[config.mk]
export PLATFORM = sky130hd
export DESIGN_NAME = aes_cipher_share_collector
export DESIGN_NICKNAME = d
export VERILOG_FILES = /design/src/rtl/aes_cipher_share_collector.sv
export SDC_FILE = /design/constraint.sdc
export NUM_CORES = 1
export LEC_CHECK = 0
export BUFFER_PORTS_ARGS = -buffer_cell sky130_fd_sc_hd__buf_2
export CORE_ASPECT_RATIO = 1.2
export CORE_MARGIN = 4
export CORE_UTILIZATION = 45
export DETAILED_ROUTE_END_ITERATION = 12
export GPL_ROUTABILITY_DRIVEN = 1
export GPL_TIMING_DRIVEN = 0
export PLACE_DENSITY = 0.71
export SLEW_MARGIN = 20
export SYNTH_ARGS = -nofsm -noshare
export SYNTH_HDL_FRONTEND = slang
export SYNTH_SLANG_ARGS = --single-unit
[constraint.sdc]
create_clock -name clk -period 3 [get_ports clk]
set_clock_uncertainty 0.05 [all_clocks]
set_input_delay 0.45 -clock clk [delete_from_list [all_inputs] [get_ports clk]]
set_output_delay 0.45 -clock clk [all_outputs]
set_load 0.05 [all_outputs]
[src/rtl/aes_cipher_share_collector.sv]
// aes_cipher_share_collector
//   Assembles eight 16-bit ciphertext beats per share from a masked AES core
//   into two separate 128-bit share registers. It presents them with a
//   valid/ready handshake and flags beats that arrive while a block is
//   still held.
//
// Ports
//   clk         single clock, rising edge
//   rst         synchronous reset, active-high
//   cipher0     share-0 beat (16 bits)
//   cipher1     share-1 beat (16 bits)
//   done        beat valid strobe
//   out_ready   sink ready
//   out_share0  assembled share 0 (128 bits)
//   out_share1  assembled share 1 (128 bits)
//   out_valid   assembled block available
//   collecting  high while a block is partially assembled
//   overflow    sticky flag for beats dropped in HOLD; cleared only by reset
//   out_cipher  (only with AES_UNMASKED_OUT_EN) registered out_share0 ^ out_share1
//
// Configuration macro: AES_UNMASKED_OUT_EN adds the unmasked out_cipher output.

module aes_cipher_share_collector (
  input  logic         clk,
  input  logic         rst,
  input  logic [15:0]  cipher0,
  input  logic [15:0]  cipher1,
  input  logic         done,
  input  logic         out_ready,
  output logic [127:0] out_share0,
  output logic [127:0] out_share1,
  output logic         out_valid,
  output logic         collecting,
  output logic         overflow
`ifdef AES_UNMASKED_OUT_EN
  ,
  output logic [127:0] out_cipher
`endif
);

  localparam int unsigned BEAT_W    = 16;
  localparam int unsigned NUM_BEATS = 8;
  localparam int unsigned BLOCK_W   = BEAT_W * NUM_BEATS;
  localparam int unsigned CNT_W     = 3;

  typedef enum logic [1:0] {
    IDLE    = 2'd0,
    COLLECT = 2'd1,
    HOLD    = 2'd2
  } state_t;

  state_t             state;
  logic [CNT_W-1:0]   cnt;
  logic               capture;
  logic [CNT_W-1:0]   beat_idx;
  logic [BLOCK_W-1:0] sh0_nxt;
  logic [BLOCK_W-1:0] sh1_nxt;

  // A beat is taken unless a block is held and the sink is not accepting it.
  // Outside COLLECT, a captured beat is always beat 0 of a new block.
  always_comb begin
    capture  = done && ((state != HOLD) || out_ready);
    beat_idx = (state == COLLECT) ? cnt : '0;
    sh0_nxt  = out_share0;
    sh1_nxt  = out_share1;
    for (int i = 0; i < int'(NUM_BEATS); i++) begin
      if (capture && (beat_idx == CNT_W'(i))) begin
        sh0_nxt[(int'(NUM_BEATS) - 1 - i) * int'(BEAT_W) +: BEAT_W] = cipher0;
        sh1_nxt[(int'(NUM_BEATS) - 1 - i) * int'(BEAT_W) +: BEAT_W] = cipher1;
      end
    end
  end

  // Control FSM with registered outputs.
  always_ff @(posedge clk) begin
    if (rst) begin
      state      <= IDLE;
      cnt        <= '0;
      out_share0 <= '0;
      out_share1 <= '0;
      out_valid  <= 1'b0;
      collecting <= 1'b0;
      overflow   <= 1'b0;
    end else begin
      out_share0 <= sh0_nxt;
      out_share1 <= sh1_nxt;
      case (state)
        IDLE: begin
          if (done) begin
            cnt        <= CNT_W'(1);
            state      <= COLLECT;
            collecting <= 1'b1;
          end
        end
        COLLECT: begin
          if (done) begin
            if (cnt == CNT_W'(NUM_BEATS - 1)) begin
              cnt        <= '0;
              state      <= HOLD;
              out_valid  <= 1'b1;
              collecting <= 1'b0;
            end else begin
              cnt <= cnt + CNT_W'(1);
            end
          end
        end
        HOLD: begin
          if (out_ready) begin
            out_valid <= 1'b0;
            if (done) begin
              // Back-to-back: this beat is beat 0 of the next block.
              cnt        <= CNT_W'(1);
              state      <= COLLECT;
              collecting <= 1'b1;
            end else begin
              state <= IDLE;
            end
          end else if (done) begin
            overflow <= 1'b1;
          end
        end
        default: begin
          state      <= IDLE;
          cnt        <= '0;
          out_valid  <= 1'b0;
          collecting <= 1'b0;
        end
      endcase
    end
  end

`ifdef AES_UNMASKED_OUT_EN
  // Unmasked view tracks the share registers cycle for cycle.
  always_ff @(posedge clk) begin
    if (rst) out_cipher <= '0;
    else     out_cipher <= sh0_nxt ^ sh1_nxt;
  end
`endif

endmodule

======== Word-level counts from Yosys, hierarchy flattened ========
Cells that the tools add are included.
cells by class
  add/sub/neg operators ................... 1
  multiply operators ...................... 0
  divide/modulo/power cells ............... 0
  $lt $le $gt $ge ......................... 0
  equal/unequal tests ..................... 15
  shift operators ......................... 0
  muxes and demuxes ....................... 21
  bitwise logic cells ..................... 2
  reduce and logical (&&, ||, !) cells .... 17
operators with widths
  cell                                                             count
  3-bit == test, second input constant                             5
  3-bit 2-to-1 mux                                                 5
  1-bit logical AND                                                9
  3-bit case mux with 3 select lines                               1
  1-bit 2-to-1 mux                                                 8
  2-bit 2-to-1 mux                                                 4
  2-bit != test, second input constant                             4
  4-bit AND reduction                                              2
  3-bit by 2-bit == test with 1-bit output, second input constant  2
  1-bit case mux with 3 select lines                               2
  2-bit case mux with 3 select lines                               1
  3-bit AND reduction                                              2
  3-bit by 1-bit adder with 3-bit output, second input constant    1
  3-bit by 1-bit == test with 1-bit output, second input constant  1
  3-bit zero test                                                  1
  2-bit by 1-bit == test with 1-bit output, second input constant  1
  2-bit == test, second input constant                             1
  2-bit zero test                                                  1
  2-bit by 1-bit != test with 1-bit output, second input constant  1
  1-bit inverter                                                   2
  2-bit AND reduction                                              1
  1-bit logical OR                                                 1
storage, ports and cells
  register bits ........................... 264
  bits in latches ......................... 0
  RAM bits ................................ 0
  ROM bits ................................ 0
  input bits .............................. 36
  output and inout bits ................... 259
  word-level logic and storage cells ...... 77
  memories kept ........................... 0

======== Longest topological paths before layout ========
Gate-level depths: netlist of run 1.
  depth in word-level cells ............... 4
  gate-level depth with buffers ........... 7
  depth with buffers taken out ............ 5

======== Worst setup path before layout of run 1 ========
No wires, ideal clock.
  path kind ............................... input-to-reg
  start point ............................. in done
  end point ............................... reg out_share0[37]
  library setup time ...................... 0.072 ns
  arrival time ............................ 1.563 ns
  data required time ...................... 2.878 ns
  setup slack ............................. 1.315 ns
  cell stages on the path ................. 7
  cell sequence ........................... buf_2 and3b_1 buf_2 and3_1 buf_2 buf_6 mux2i_1
on the way
  word-level cells in the longest chain between the ends .. 2
ends and longest elaborated chain
  element               RTL line  RTL
  from (decl)           28        input logic done,
  1-bit logical AND     62        capture = done && ((state != HOLD) || out_ready);
  1-bit logical AND     67        if (capture && (beat_idx == CNT_W'(i))) begin
  to (signal assigned)  85        out_share0 <= sh0_nxt;
  to (decl)             30        output logic [127:0] out_share0,
Every way passes these cells.
A chain may end at the register's enable or synchronous reset.

======== Final worst setup path of run 1 ========
  start point ............................. reg cnt[0]
  end point ............................... reg out_share0[28]
on the way
  word-level cells in the longest chain between the ends .. 3
ends and longest elaborated chain
  element                 RTL line  RTL
  from (decl)             53        logic [CNT_W-1:0] cnt;
  from (signal assigned)  103       cnt <= cnt + CNT_W'(1);
  3-bit 2-to-1 mux        63        beat_idx = (state == COLLECT) ? cnt : '0;
  3-bit == test           67
  1-bit logical AND       67
Every way passes these cells.

==> results.md, run 1 <==
- Run status: finished, final reports clean
- Final hold vios: 0
- Count of non-filler cells in the finished layout: 1588
- Number of pins exceeding their max-slew limit in the final report: 0
- Setup fix buffers added after clock tree synthesis: 0
- First-pass DRT Iterations: 5
- Placed Cells: 1539
- Slew of the pin with the lowest slew margin: 0.686 ns
- Number of max-cap violations: 0
- Hold bufs inserted after CTS: 0
- Cell area after layout: 0.0131 mm²
- Overall die area: 0.0255 mm²
- Pwr Density: 585 mW/mm²
- Fraction of final layout cells sized beyond drive strength 1: 28.1%
- Starting Density: 45.9%
- CP max stage cell: sky130_fd_sc_hd__buf_2
- Maximum clock frequency: 515 MHz
- Max stage delay on crit path: 0.43 ns
- Clock transition at the register clock pins on the worst setup and hold paths after CTS: 0.06 ns
- Count of flip-flops with a built-in enable after synthesis: 0
- First-pass GRT wire length: 48100 µm
- Async S/R FF share, synth: 0%
- Combined area of all synthesized cells: 0.0103 mm²
- Series of cell instances along the critical path: buf_2, and4b_1, nand2_1, buf_2, mux2i_1
- Most frequent CP cell: sky130_fd_sc_hd__buf_2
- Master cell of the clock root buffer: sky130_fd_sc_hd__clkbuf_16
- Dpl cell area: 0.0121 mm²
- Vias in the first global route: 8069
- Die width: 146 µm
- Met2 track demand over resource: 40.6%
- GRT busiest layer: met2
- Share of the core filled with cells: 58.0%
- Post-synthesis to final-layout area growth: 26.5%
- Met1 Resource Use GR: 29.9%
- Starting DRT DRC Count: 374
- Most used flip-flop cell after synthesis: sky130_fd_sc_hd__dfxtp_1
- Detailed-route vias per instance: 5.12
- Vert. Die Dim: 174 µm
- Weighted congestion reported at the end of routability-driven placement: 0.839
- Class of the most critical hold timing path: input port to register
- Number of synthesized register bits: 264
- Post-route minimum period: 1.94 ns
- Nets: 1327
- Gates resized, CTS repair: 0
- Multi-input gate area in the final layout: 0.00467 mm²
- Leakage dissipation: 6.84 nW
- Number of antenna violations at the first check in global routing: 1
- Final routed wirelength across all metal layers: 31800 µm
- Max-slew headroom: 54.3%
- Number of nets in the synthesized netlist: 1006
- Sequential-to-total area share from yosys stat: 51.2%
- Data arrival time of the critical path: 2.34 ns
- Kind of start point of the critical path: register
- Storage element area: 0.00529 mm²
- Setup TNS: 0 ns
- Port buffer count: 292
- Number of buffers inserted during clock tree synthesis: 27
- Biggest fanout along the worst timing path: 10
- Diode count: 0
- Worst-skew pair later-pin latency: 0.53 ns
- RSZ-0062 raised after global routing: false
- Slack of the worst reg-to-reg path: 1.06 ns
- Global-route track usage on met3: 6.41%
- GRT overflow: 0
- Wire length per cell: 20.0 µm
- Overall fraction of global-route tracks in use: 23.8%
- Half-perimeter wire length of the detailed placement result: 23300 µm
- Ports: 295
- TritonCTS clock tree: yes
- Via count of the routed design: 8127
- CP Data Required Time: 3.40 ns
- Count of warnings emitted by yosys: 0
- Clock Sinks: 264
- Max clock buf depth: 3
- Portion of the clock cycle consumed by the worst path in the final layout: 64.7%
- Drc violations: 0
- Standard-cell rows: 60
- Yosys cell types: 35
- Filler cells: 2002
- Capturing element type of the critical path: register
- Kind of critical path: register to register
- Peak supply drop: 513 µV
- Synth Area per Inst: 10.7 µm²
- Synthesized instance count: 968
- Maximum number of pins on one net before global-route repair: 14
- Core area: 0.0225 mm²
- H-tree Lvls: 1
- Final Setup Violations: 0
- ANT nets after route: 0
## cell families after synthesis
| family | synth area share [%] |
|---|---|
| compound gates | 4.35 |
| simple gates | 18.9 |
| flops | 51.2 |
| fa+ha+maj | 0.242 |
| buf+inv | 3.62 |
| mux | 21.7 |
## per-stage QoR
step	hold WS (ns)	setup slack, ns	total power [mW]
2_1_floorplan	0.463	1.32	4.03
3_3_place_gp	0.406	0.639	4.21
3_5_place_dp	0.411	0.592	4.21
4_1_cts	0.105	1.07	7.71
5_1_grt	0.133	0.949	7.89
6_report	0.127	1.06	7.65
## registers in the layout, summed over array words and instances (netlist names)
register    count
out_share0    128
out_share1    128
cnt             3
state           2
collecting      1
out_valid       1
overflow        1
## Yosys cell counts (all sizes together) (2+ instances only)
cell type  count  area [µm²]
or3b           3        26.3
clkbuf        44         165
nand2b       256        1600
nand2          5        18.8
nor2           5        18.8
inv            4        15.0
nor2b          2        12.5
a21oi         39         195
nor3           3        20.0
nand4          2        12.5
o21ai         34         170
nand3         35         175
buf           30         194
ha             2        25.0
mux2i        224        2240
dfxtp        264        5290
a31oi          2        12.5
and3           2        12.5
## critical path: cells and delay by family, from the launching register on
| family | cells | cell delay, ns |
|---|---|---|
| AND/OR/NAND/NOR | 2 | 0.60 |
| buffers and inverters | 2 | 0.64 |
| flip-flops | 1 | 0.33 |
| multiplexers | 1 | 0.23 |
## placed cells by master (no fill, tap or decap), types with 3 or more instances in the layout
cell type                   instances
sky130_fd_sc_hd__clkbuf_16         27
sky130_fd_sc_hd__a21oi_1           39
sky130_fd_sc_hd__mux2i_1          224
sky130_fd_sc_hd__clkbuf_8           8
sky130_fd_sc_hd__nor2_1             5
sky130_fd_sc_hd__dfxtp_1          264
sky130_fd_sc_hd__or3b_1             3
sky130_fd_sc_hd__nand3_1           35
sky130_fd_sc_hd__o21ai_1           32
sky130_fd_sc_hd__buf_4              5
sky130_fd_sc_hd__buf_2            312
sky130_fd_sc_hd__bufinv_16          3
sky130_fd_sc_hd__nand2_1            5
sky130_fd_sc_hd__clkbuf_1          52
sky130_fd_sc_hd__nand2b_1         256
sky130_fd_sc_hd__buf_6              5
## routing by layer
layer	part of all wire (%)	up-vias	wire length, µm
li1	-	3907	-
met1	42	3873	13400
met2	48	289	15100
met3	7.8	56	2490
met4	2.4	2	778
met5	0.038	-	12
## report_power, final
part / internal (mW) / switching, mW
Sequential: 3.55 / 0.0247
Clock: 2.12 / 1.40
Combinational: 0.168 / 0.392
Total: 5.84 / 1.81
## layout make-up
class                   count  area share [%]
flip-flops and latches    264            40.4
multi-input cells         626            35.7
repair buffers            292            11.2
clock buffers              43            6.24
plain buffers              74            2.75
well taps                 279            2.67
clock inverters             6           0.881
inverters                   4           0.115
## path summary, 6_finish.rpt
check                                 from             end  cells after the start
worst min-delay path            cipher0[5]  out_share0[53]                      3
worst max register to register      cnt[0]  out_share0[28]                      5
worst min register to register   out_valid       out_valid                      2
worst max-delay path                cnt[0]  out_share0[28]                      5
(Power assumes the default switching activity.)
==> run 2: changes to the inputs <==
Settings changed: PLACE_DENSITY 0.71 to 0.73.
Clock period 3 ns to 1.6 ns, I/O delays scaled along.
==> results.md, run 2 (synthesis gave the netlist of run 1 again) <==
- Max-slew headroom: 51.0%
- Ports: 295
- CP max stage cell: sky130_fd_sc_hd__dfxtp_2
- Diode count: 0
- Number of buffers inserted during clock tree synthesis: 27
- Maximum number of pins on one net before global-route repair: 18
- Number of pins exceeding their max-slew limit in the final report: 0
- Via count of the routed design: 8467
- TritonCTS clock tree: yes
- Capturing element type of the critical path: register
- Portion of the clock cycle consumed by the worst path in the final layout: 101%
- Violations in the final reports: negative setup slack
- Slew of the pin with the lowest slew margin: 0.735 ns
- Sequential power share: 47.5%
- Worst path bufs/invs: 3
- Starting Density: 45.9%
- GRT overflow: 0
- Standard-cell rows: 60
- CP Data Required Time: 1.94 ns
- Filler cells: 1947
- Wire length per cell: 20.2 µm
- Starting DRT DRC Count: 363
- RSZ-0062 raised after global routing: true
- Half-perimeter wire length of the detailed placement result: 24000 µm
- Pwr Density: 1030 mW/mm²
- Switching share of total power: 23.9%
- Number of antenna violations at the first check in global routing: 0
- WHS Endpoint: out_valid
- Min-Delay Startpoint: out_ready
- Core area: 0.0225 mm²
- Detailed-route vias per instance: 5.17
- Clock transition at the register clock pins on the worst setup and hold paths after CTS: 0.06 ns
- Drc violations: 0
- Launch instance of the worst register-to-register path: state[1]
- Final hold vios: 0
- Total design power: 14.1 mW
- Leakage dissipation: 7.18 nW
- Cell-internal power: 10.7 mW
- Biggest fanout along the worst timing path: 10
- Overall fraction of global-route tracks in use: 24.8%
- Post-route minimum period: 1.61 ns
- Worst-skew pair later-pin latency: 0.52 ns
- First-pass GRT wire length: 50200 µm
- Final Setup Violations: 2
- Weighted congestion reported at the end of routability-driven placement: 0.851
- ANT nets after route: 0
- Overall die area: 0.0255 mm²
- Max clock buf depth: 3
- Highest-count cells in the layout ignoring fill and taps: 295 x sky130_fd_sc_hd__buf_2, 260 x sky130_fd_sc_hd__dfxtp_1, 256 x sky130_fd_sc_hd__nand2b_1
- First-pass DRT Iterations: 5
- Vias in the first global route: 8682
- Most frequent CP cell: sky130_fd_sc_hd__buf_6
- Class of the most critical hold timing path: input port to register
- Die width: 146 µm
- Kind of start point of the critical path: register
- Peak supply drop: 763 µV
- Net Switching: 3.38 mW
- Clock share of power: 44.2%
- Kind of critical path: register to register
- Slack of the worst reg-to-reg path: -0.01 ns
- Run status: finished, violations left
- Worst-case setup margin in the final layout: -0.0120 ns
- Series of cell instances along the critical path: or3b_1, buf_6, o311a_1, buf_6, buf_12, mux2i_1
- Max stage delay on crit path: 0.37 ns
- Nets: 1376
- Number of max-cap violations: 0
- Maximum clock frequency: 620 MHz
- Most frequent standard cell in the layout excluding fill and tap cells: sky130_fd_sc_hd__buf_2
- Master cell of the clock root buffer: sky130_fd_sc_hd__clkbuf_16
- Power share of the combinational group: 8.3%
- Fraction of final layout cells sized beyond drive strength 1: 30.8%
- Leading registers by flop count: out_share0 (128), out_share1 (128), cnt (3)
- Data arrival time of the critical path: 1.95 ns
- Post-synthesis to final-layout area growth: 32.7%
- Vert. Die Dim: 174 µm
- Share of the core filled with cells: 60.9%
- Depth of the most critical reg-to-reg path: 6
- Number of cells on the worst hold path: 4
- Gate family responsible for the most delay along the worst path: buffers and inverters
- Capture point of the worst reg-to-reg path: out_share1[125]
- Clock Sinks: 264
- H-tree Lvls: 1
- Port buffer count: 292
- Final routed wirelength across all metal layers: 33000 µm
run 2: cell count changes in the layout (fill, tap and decap cells not counted), sizes merged, moves of 2 or more:
| cell | delta |
|---|---|
| dlygate4sd3 | +32 |
| bufinv | -2 |
| buf | +20 |
| clkbuf | -4 |
| clkinv | +3 |
run 2: cell type report:
class	instances	area, µm²	area share (%)
timing repair buffer	343	1940	14.2
buffer	72	492	3.59
multi-input combinational	626	4730	34.5
sequential	264	5290	38.6
clock inverter	7	70.1	0.511
tap	279	349	2.55
inverter	4	15.0	0.110
clock buffer	42	822	6.00
run 2: power groups by stage:
| stage | Combinational, mW | Clock, mW | Sequential (mW) |
|---|---|---|---|
| after detailed placement | 1.06 | 0 | 6.85 |
| after floorplan | 0.434 | 0 | 7.12 |
| final | 1.18 | 6.24 | 6.71 |
| after CTS | 1.14 | 6.36 | 6.71 |
| after global routing | 1.24 | 6.67 | 6.71 |
| after global placement | 1.05 | 0 | 6.85 |
run 2: how the worst max path moves through the flow:
stage,depth (start not counted),slack (ns),start,endpoint
final,6,-0.01,state[1],out_share1[125]
after global routing,6,-0.04,state[1],out_share1[123]
after CTS,6,-0.09,cnt[0],out_share1[125]
after detailed placement,5,-0.66,rst,out_share1[58]
after global placement,5,-0.64,rst,out_share1[55]
after floorplan,6,0.08,state[1],out_share1[119]
run 2: worst reg2reg max path: cells and delay by family, from the launching register on:
family | cells | cell delay [ns]
buf+inv | 3 | 0.44
compound gates | 1 | 0.13
mux | 1 | 0.13
flops | 1 | 0.37
simple gates | 1 | 0.37
run 2: layer usage:
layer / track usage [%] / vias up / wire length, µm
met2: 43.3 / 336 / 15900
met3: 6.99 / 61 / 2670
met5: 0 / - / 0
met1: 29.5 / 4065 / 13400
li1: - / 4005 / -
met4: 7.88 / 0 / 1090
run 2: per-stage QoR:
step           hold WS (ns)  cells  setup slack, ns  TNS (ns)  instance area [µm²]
5_1_grt              0.0591   1637          -0.0380    -0.350                13700
2_1_floorplan         0.338    968           0.0779         0                10300
3_3_place_gp          0.406   1539           -0.644    -66.36                12100
6_report             0.0268   1637          -0.0120   -0.0206                13700
3_5_place_dp          0.408   1539           -0.665    -70.67                12100
4_1_cts              0.0151   1623          -0.0857     -2.41                13500
run 2: what timing repair did:
item                                    CTS  global route
pin swaps                                 1             5
gates cloned                              1             0
hold buffers                             32             0
buffers inserted                          3            15
hold endpoints to repair                 32             0
resized for setup                        53            38
endpoints found under the setup margin  230           167
==> run 3: changes to the inputs <==
==> constraint.sdc (replaced) <==
create_clock -name clk -period 1.6 [get_ports clk]
set_clock_uncertainty 0.05 [all_clocks]
set_input_delay 0.48 -clock clk [delete_from_list [all_inputs] [get_ports clk]]
set_output_delay 0.48 -clock clk [all_outputs]
set_load 0.05 [all_outputs]
==> results.md, run 3 (synthesis gave the netlist of run 1 again) <==
- Highest-count cells in the layout ignoring fill and taps: 270 x sky130_fd_sc_hd__buf_6, 256 x sky130_fd_sc_hd__nand2b_1, 224 x sky130_fd_sc_hd__mux2i_1
- Portion of the clock cycle consumed by the worst path in the final layout: 99.9%
- Detailed-route vias per instance: 5.31
- Master cell of the clock root buffer: sky130_fd_sc_hd__clkbuf_16
- Kind of start point of the critical path: register
- Number of pins exceeding their max-slew limit in the final report: 0
- First-pass DRT Iterations: 4
- Pwr Density: 904 mW/mm²
- TritonCTS clock tree: yes
- Final routed wirelength across all metal layers: 35000 µm
- Gate family responsible for the most delay along the worst path: flip-flops
- Ports: 295
- Standard-cell rows: 60
- Max-slew headroom: 63.1%
- Data arrival time of the critical path: 1.07 ns
- Vert. Die Dim: 174 µm
- Weighted congestion reported at the end of routability-driven placement: 0.814
- Max clock buf depth: 3
- Worst path bufs/invs: 1
- Biggest fanout along the worst timing path: 2
- Total design power: 13.7 mW
- Number of cells on the worst hold path: 3
- Die width: 146 µm
- Maximum clock frequency: 626 MHz
- Max stage delay on crit path: 0.37 ns
- Starting DRT DRC Count: 370
- Final hold vios: 0
- Share of the core filled with cells: 67.4%
- Via count of the routed design: 8441
- CP max stage cell: sky130_fd_sc_hd__dfxtp_1
- Starting Density: 45.9%
- Maximum number of pins on one net before global-route repair: 20
- GRT overflow: 0
- CP Data Required Time: 1.07 ns
- Kind of critical path: register to primary output
- First-pass GRT wire length: 51800 µm
- Port buffer count: 292
- Fraction of final layout cells sized beyond drive strength 1: 47.6%
- Most frequent standard cell in the layout excluding fill and tap cells: sky130_fd_sc_hd__buf_6
- Overall die area: 0.0255 mm²
- Clock Sinks: 264
- Nets: 1329
- Min-Delay Startpoint: cipher1[12]
- Clock transition at the register clock pins on the worst setup and hold paths after CTS: 0.06 ns
- H-tree Lvls: 1
- Hold bufs inserted after CTS: 0
- Setup TNS: 0 ns
- Leakage dissipation: 7.23 nW
- Peak supply drop: 697 µV
- Slew of the pin with the lowest slew margin: 0.553 ns
- Drc violations: 0
- Depth of the most critical reg-to-reg path: 5
- Class of the most critical hold timing path: input port to register
- Run status: finished, final reports clean
- ANT nets after route: 0
- Timing startpoint of the critical path: out_share0[12]
- RSZ-0062 raised after global routing: true
- Post-route minimum period: 1.60 ns
- Critical path depth in cells: 1
- Leading registers by flop count: out_share0 (128), out_share1 (128), cnt (3)
- Series of cell instances along the critical path: buf_6
- Vias in the first global route: 8877
- Final Setup Violations: 0
- Half-perimeter wire length of the detailed placement result: 23600 µm
- Worst-skew pair later-pin latency: 0.52 ns
- Number of antenna violations at the first check in global routing: 2
- Launch instance of the worst register-to-register path: cnt[0]
- Number of buffers inserted during clock tree synthesis: 26
- Core area: 0.0225 mm²
- Capturing element type of the critical path: primary output
- Post-synthesis to final-layout area growth: 47.0%
- Overall fraction of global-route tracks in use: 25.6%
- Number of max-cap violations: 0
- Wire length per cell: 22.0 µm
run 3: repair_timing:
item	in CTS	in global routing
setup buffers	1	3
cloned	0	1
endpoints found under the hold margin	0	0
pin swaps	3	2
endpoints found under the setup margin	483	338
gates resized for setup	612	234
run 3: metrics by stage:
| step | area, µm² | worst slack (ns) | cells | hold slack (ns) |
|---|---|---|---|---|
| 2_1_floorplan | 10400 | -0.0448 | 968 | 0.463 |
| 3_3_place_gp | 12200 | -0.817 | 1539 | 0.405 |
| 3_5_place_dp | 12200 | -0.851 | 1539 | 0.410 |
| 4_1_cts | 14700 | 0.0000999 | 1584 | 0.140 |
| 5_1_grt | 15200 | -0.0481 | 1589 | 0.163 |
| 6_report | 15200 | 0.00167 | 1589 | 0.161 |
run 3: final cells by class:
class / count / area (µm²)
inverter: 4 / 15.0
buffer: 72 / 539
sequential: 264 / 5590
timing repair buffer: 297 / 3170
clock buffer: 41 / 768
multi-input combinational: 626 / 4730
clock inverter: 5 / 27.5
antenna: 1 / 2.50
fill: 1634 / 7340
tap: 279 / 349
run 3: per-layer routing:
| layer | up-vias | global-route usage (%) | routed length (µm) |
|---|---|---|---|
| met5 | - | 0 | 7 |
| met1 | 4151 | 29.3 | 13600 |
| met2 | 293 | 45.3 | 17400 |
| li1 | 3924 | - | - |
| met3 | 71 | 7.85 | 2700 |
| met4 | 2 | 8.51 | 1180 |
run 3: worst paths after layout:
check	to	slack, ns
setup / recovery	out_share0[12]	0.002
hold / removal	out_share1[60]	0.16
setup reg to reg	out_share1[87]	0.01
hold reg to reg	out_share0[80]	0.43
run 3: where the power goes:
group / internal (mW) / switching [mW] / leakage [nW]
registers: 6.66 / 0.0692 / 2.25
clock network: 3.28 / 2.54 / 0.389
logic: 0.422 / 0.752 / 4.59
total: 10.4 / 3.36 / 7.23
